$ cat src/rtl/operand_bypass.sv
// Operand correction stage behind the 16-entry register file: merges same-edge writes,
// EX/WB forwarding and the PC view of r15, and stalls decode on load-use hazards.
module operand_bypass #(
  parameter int ADDR_WIDTH = 4,
  parameter int DATA_WIDTH = 32,
  parameter int PC_OFFSET  = 8
) (
  input  logic                  clk,
  input  logic                  reset,
  input  logic                  rd_en,
  input  logic [ADDR_WIDTH-1:0] ra1,
  input  logic [ADDR_WIDTH-1:0] ra2,
  input  logic [DATA_WIDTH-1:0] rf_out1,
  input  logic [DATA_WIDTH-1:0] rf_out2,
  input  logic                  wb_we,
  input  logic [ADDR_WIDTH-1:0] wb_wa,
  input  logic [DATA_WIDTH-1:0] wb_wd,
  input  logic                  ex_we,
  input  logic [ADDR_WIDTH-1:0] ex_wa,
  input  logic [DATA_WIDTH-1:0] ex_wd,
  input  logic                  ex_is_load,
  input  logic [DATA_WIDTH-1:0] pc_val,
  output logic [DATA_WIDTH-1:0] op1,
  output logic [DATA_WIDTH-1:0] op2,
  output logic                  op_valid,
  output logic                  stall
);

  localparam logic [ADDR_WIDTH-1:0] PC_REG = ADDR_WIDTH'(15);

  // PC as seen by the reading instruction; wraps modulo 2^DATA_WIDTH.
  function automatic logic [DATA_WIDTH-1:0] pc_view(input logic [DATA_WIDTH-1:0] pc);
    return pc + DATA_WIDTH'(PC_OFFSET);
  endfunction

  function automatic logic [DATA_WIDTH-1:0] select_operand(
    input logic [ADDR_WIDTH-1:0] a,
    input logic                  hit,
    input logic [DATA_WIDTH-1:0] fix,
    input logic [DATA_WIDTH-1:0] rf,
    input logic [DATA_WIDTH-1:0] pc_read,
    input logic                  ex_fwd,
    input logic [ADDR_WIDTH-1:0] ex_a,
    input logic [DATA_WIDTH-1:0] ex_d,
    input logic                  wb_w,
    input logic [ADDR_WIDTH-1:0] wb_a,
    input logic [DATA_WIDTH-1:0] wb_d
  );
    if (a == PC_REG)               return pc_read;
    else if (ex_fwd && ex_a == a)  return ex_d;
    else if (wb_w && wb_a == a)    return wb_d;
    else if (hit)                  return fix;
    else                           return rf;
  endfunction

  logic                  pending_q;
  logic [ADDR_WIDTH-1:0] a1_q, a2_q;
  logic                  hit1_q, hit2_q;
  logic [DATA_WIDTH-1:0] fix1_q, fix2_q;

  logic                  haz1, haz2, stall_raw;
  logic                  wm1_issue, wm2_issue, wm1_hold, wm2_hold;
  logic [DATA_WIDTH-1:0] sel1, sel2;

  // Result stage: state captured at issue plus this cycle's EX/WB/PC inputs
  assign haz1      = ex_wa == a1_q && a1_q != PC_REG;
  assign haz2      = ex_wa == a2_q && a2_q != PC_REG;
  assign stall_raw = pending_q && ex_we && ex_is_load && (haz1 || haz2);
  assign stall     = !reset && stall_raw;
  assign op_valid  = !reset && pending_q && !stall_raw;

  assign sel1 = select_operand(a1_q, hit1_q, fix1_q, rf_out1, pc_view(pc_val),
                               ex_we && !ex_is_load, ex_wa, ex_wd, wb_we, wb_wa, wb_wd);
  assign sel2 = select_operand(a2_q, hit2_q, fix2_q, rf_out2, pc_view(pc_val),
                               ex_we && !ex_is_load, ex_wa, ex_wd, wb_we, wb_wa, wb_wd);

  assign op1 = op_valid ? sel1 : '0;
  assign op2 = op_valid ? sel2 : '0;

  // A write on the issue edge lands in the file but the file still returns the old value,
  // so it is captured here; while stalled, later writes keep refreshing the capture.
  assign wm1_issue = wb_we && wb_wa == ra1  && ra1  != PC_REG;
  assign wm2_issue = wb_we && wb_wa == ra2  && ra2  != PC_REG;
  assign wm1_hold  = wb_we && wb_wa == a1_q && a1_q != PC_REG;
  assign wm2_hold  = wb_we && wb_wa == a2_q && a2_q != PC_REG;

  // Issue stage: capture read request and same-edge write collisions
  always_ff @(posedge clk) begin
    if (reset) begin
      pending_q <= 1'b0;
      a1_q      <= '0;
      a2_q      <= '0;
      hit1_q    <= 1'b0;
      hit2_q    <= 1'b0;
      fix1_q    <= '0;
      fix2_q    <= '0;
    end else if (stall_raw) begin
      hit1_q <= hit1_q || wm1_hold;
      hit2_q <= hit2_q || wm2_hold;
      if (wm1_hold) fix1_q <= wb_wd;
      if (wm2_hold) fix2_q <= wb_wd;
    end else begin
      pending_q <= rd_en;
      a1_q      <= ra1;
      a2_q      <= ra2;
      hit1_q    <= wm1_issue;
      hit2_q    <= wm2_issue;
      fix1_q    <= wb_wd;
      fix2_q    <= wb_wd;
    end
  end

endmodule

$ cat config.mk
export PLATFORM = sky130hd
export DESIGN_NAME = operand_bypass
export DESIGN_NICKNAME = d
export VERILOG_FILES = /design/src/rtl/operand_bypass.sv
export SDC_FILE = /design/constraint.sdc
export NUM_CORES = 1
export LEC_CHECK = 0
export CAP_MARGIN = 5
export CORE_MARGIN = 4
export CORE_UTILIZATION = 42
export DETAILED_ROUTE_END_ITERATION = 8
export GPL_ROUTABILITY_DRIVEN = 1
export PLACE_DENSITY = 0.82
export SLEW_MARGIN = 20
export SYNTH_ARGS = -nofsm -noshare
export SYNTH_HDL_FRONTEND = slang
export SYNTH_SLANG_ARGS = --single-unit
$ cat constraint.sdc
create_clock -name clk -period 1.9 [get_ports clk]
set_input_delay 0.19 -clock clk [delete_from_list [all_inputs] [get_ports clk]]
set_output_delay 0.19 -clock clk [all_outputs]
set_load 0.01 [all_outputs]
==> reports/qor.txt <==
Status - complete, but fails checks
Failing checks - setup timing
H-tree levels - 3
Worst rel slew slack - 39.6%
Final setup fails - 139
Final hold viol count - 0
Post-route clock period utilization - 134%
Tightest Hold Check Type - reg -> reg
CP Capture Type - primary output
Worst IR Drop VDD - 0.383 mV
DRC - 0
GR Overflow Total - 0
Routed WL - 37.1 mm
CTS root buffer - clkbuf_16
Worst slew pin tran - 0.906 ns
Hold path start - fix2_q[8]
Layout cell share with drive strength beyond 1 - 34.8%
Power per Cell Area - 458 nW/um^2
Fmax - 394 MHz
Layout net count - 1382
Max incr delay on CP - 0.37 ns
R2R Setup Slk - -0.54 ns
CTS max path bufs - 2
Skew-Pair Late Insertion Delay - 0.35 ns
Sequential element share of the synthesized area - 21.8%
Yosys cell types - 40
Worst flop-to-flop path endpoint - fix2_q[15]
First-pass GRT wire length - 51.4 mm
Initial antenna violation count - 1
First drt pass iteration count - 5
Cells after DPL - 1358
Die height - 136 um
Final Instance Count excl. Fillers - 1420
Total GRT Usage - 35.7%
Yosys reg bits - 75
Post-Syn Area per Cell - 8.08 um^2
Depth of the most critical reg-to-reg path - 11
Storage element area - 1530 um^2
CTS tree - done
Clock Skews - 0.00674 ns
Family with the most delay on the worst path - buffers and inverters
Io pins - 248
Area Overhead vs Synth - 80.2%
DRT iter0 DRCs - 1092
Num Clock Sinks - 75
Die area - 18500 um^2
Buffers on Ports - 247
Syn nets - 1036
Vias in the first global route - 9279
TritonCTS Buffers - 9
Drt wl/cell - 26.1 um
Gp weighted congestion - 0.987
Cells along the critical path - buf_6, xnor2_4, nand3_4, buf_12, bufbuf_16, o21ai_4, o211ai_1, a221oi_4, buf_2
Initial Util - 43.1%
Mapped Cells - 853
WP data arrival - 2.35 ns
Max-slew violations - 0
Reg-to-Reg Start - a2_q[3]
Critical path launch point type - register
Filler Cell Count - 1002
Final Worst Setup Slack - -0.641 ns
Via total after detailed routing - 9274
Hold endpoint - fix2_q[8]
Hold_buf cts - 0
Via density - 6.53
Hold path depth - 2
Final min period - 2.54 ns
RSZ-0062 raised after global routing - yes
Area of the multi-input gates - 5890 um^2
Largest net degree at the start of global routing - 109
Die W - 136 um
CTS clk-pin slew, worst paths - 0.06 ns
Synth warn - 0
Cell Rows - 46
Hold Slack - 0.480 ns
Setup CP Type - reg -> out
Leakage power - 4.44 nW
WP data required - 1.71 ns
DP Wirelength - 22.3 mm
Max cap viols - 0
Core area - 16000 um^2
Crit Path Max Fanout - 4
WP buf/inv - 4
Slowest CP cell - dfxtp_4
Final ANT Viol Nets - 0
Post-Syn Area - 6890 um^2
sequential cells by signal, indices dropped and copies added, names as in the netlist:
name,cells
a2_q,4
fix1_q,32
hit1_q,1
hit2_q,1
fix2_q,32
pending_q,1
a1_q,4
report_power, final:
part	total [mW]	internal (mW)	switching, mW
clock	1.98	1.27	0.714
combinational	1.98	1.03	0.945
sequential	1.73	1.66	0.0706
total	5.69	3.96	1.73
worst max path at each step:
stage	cells past startpoint	start	to	slack, ns
final	9	a2_q[3]	op2[3]	-0.64
after global routing	8	a1_q[0]	op1[11]	-0.69
after CTS	9	a2_q[2]	op2[28]	-0.51
after detailed placement	8	wb_wa[3]	op2[28]	-1.02
after global placement	8	wb_wa[3]	op2[28]	-0.99
after floorplan	7	a2_q[2]	op2[10]	-0.04
cells in the mapped netlist:
master | number | share of area (%)
mux2i_1 | 128 | 19
nand2b_1 | 97 | 8.8
dfxtp_1 | 75 | 22
o21ai_0 | 74 | 5.4
a21oi_1 | 67 | 4.9
clkbuf_1 | 59 | 3.2
o211ai_1 | 58 | 6.3
a211oi_1 | 39 | 4.2
nor2_1 | 31 | 1.7
xnor2_1 | 25 | 3.2
a221oi_2 | 24 | 5.2
nand3_1 | 24 | 1.7
xor2_1 | 21 | 2.7
buf_2 | 18 | 1.3
nand4_1 | 16 | 1.5
nor3_1 | 15 | 1.1
nand2_1 | 10 | 0.54
and3_1 | 7 | 0.64
and4_1 | 7 | 0.89
buf_6 | 7 | 1.1
a311oi_1 | 6 | 0.76
buf_1 | 6 | 0.33
inv_1 | 6 | 0.33
or3_1 | 6 | 0.54
and2_1 | 4 | 0.36
o21a_1 | 3 | 0.33
a221oi_1 | 2 | 0.25
nand4_2 | 2 | 0.36
nand4b_1 | 2 | 0.25
o211a_1 | 2 | 0.29
or2_1 | 2 | 0.18
or2_2 | 2 | 0.18
a211oi_2 | 1 | 0.18
a311o_1 | 1 | 0.15
and2_0 | 1 | 0.091
buf_4 | 1 | 0.11
ha_1 | 1 | 0.18
inv_2 | 1 | 0.054
o22a_1 | 1 | 0.13
o22ai_2 | 1 | 0.18
metrics by stage:
step                total power [mW]  utilization, %  instance area (um^2)  setup TNS [ns]  worst slack (ns)
floorplan                       2.42               -                  7240          -0.828           -0.0363
global placement                3.29            68.1                 10900          -85.89            -0.986
detailed placement              3.33            68.1                 10900          -90.24             -1.02
CTS                             5.48            75.2                 12000          -44.01            -0.509
global route                    5.82            77.6                 12400          -61.76            -0.693
finish                          5.69            77.6                 12400          -56.05            -0.641
worst min-delay path: stages (launching register included):
cell and delay (ns):
dfxtp_1 0.31, nand2b_1 0.06, mux2i_1 0.06
cells in the final DEF (no fill, tap or decap), drive strengths merged, types with 10 or more instances in the layout:
master	count
nand4	18
nor2	31
a211oi	40
o21ai	74
mux2i	128
a21oi	67
dlygate4sd2	21
nand3	24
dfxtp	75
a221oi	26
xor2	21
o211ai	58
nor3	15
nand2	10
xnor2	25
nand2b	97
clkbuf	16
clkdlybuf4s50	158
buf	235
logic make-up (layout without fill, tap and decap cells):
kind of cell             count (synthesis)  count (layout)  synth area share [%]
multiplexers                           128             128                  18.6
adder cells (fa/ha/maj)                  1               1                 0.181
buffers and inverters                   98             448                  6.48
AND/OR/NAND/NOR                        226             226                  18.8
other                                    0               1                     0
AO/OA/AOI/OAI                          279             279                  28.3
XOR/XNOR                                46              46                  5.85
flip-flops                              75              75                  21.8
layer usage:
layer	share of wire (%)	track usage [%]
met1	35	40.8
met2	46	59.7
met3	12	9.62
met4	6.8	20.6
met5	0	0
final cells by class:
class,count,area share [%]
Multi-Input combinational cell,680,47.4
Tap cell,216,2.18
Antenna cell,1,0.0201
Inverter,7,0.232
Clock inverter,6,0.846
Sequential cell,75,12.3
Timing Repair Buffer,426,35.2
Clock buffer,9,1.81
what timing repair did:
action | in CTS | in global routing
gates resized for setup | 433 | 72
endpoints found under the setup margin | 140 | 140
setup buffers | 22 | 10
gates cloned | 14 | 7
pin swaps | 111 | 47
Note: power is estimated with default switching activity, not from simulation.
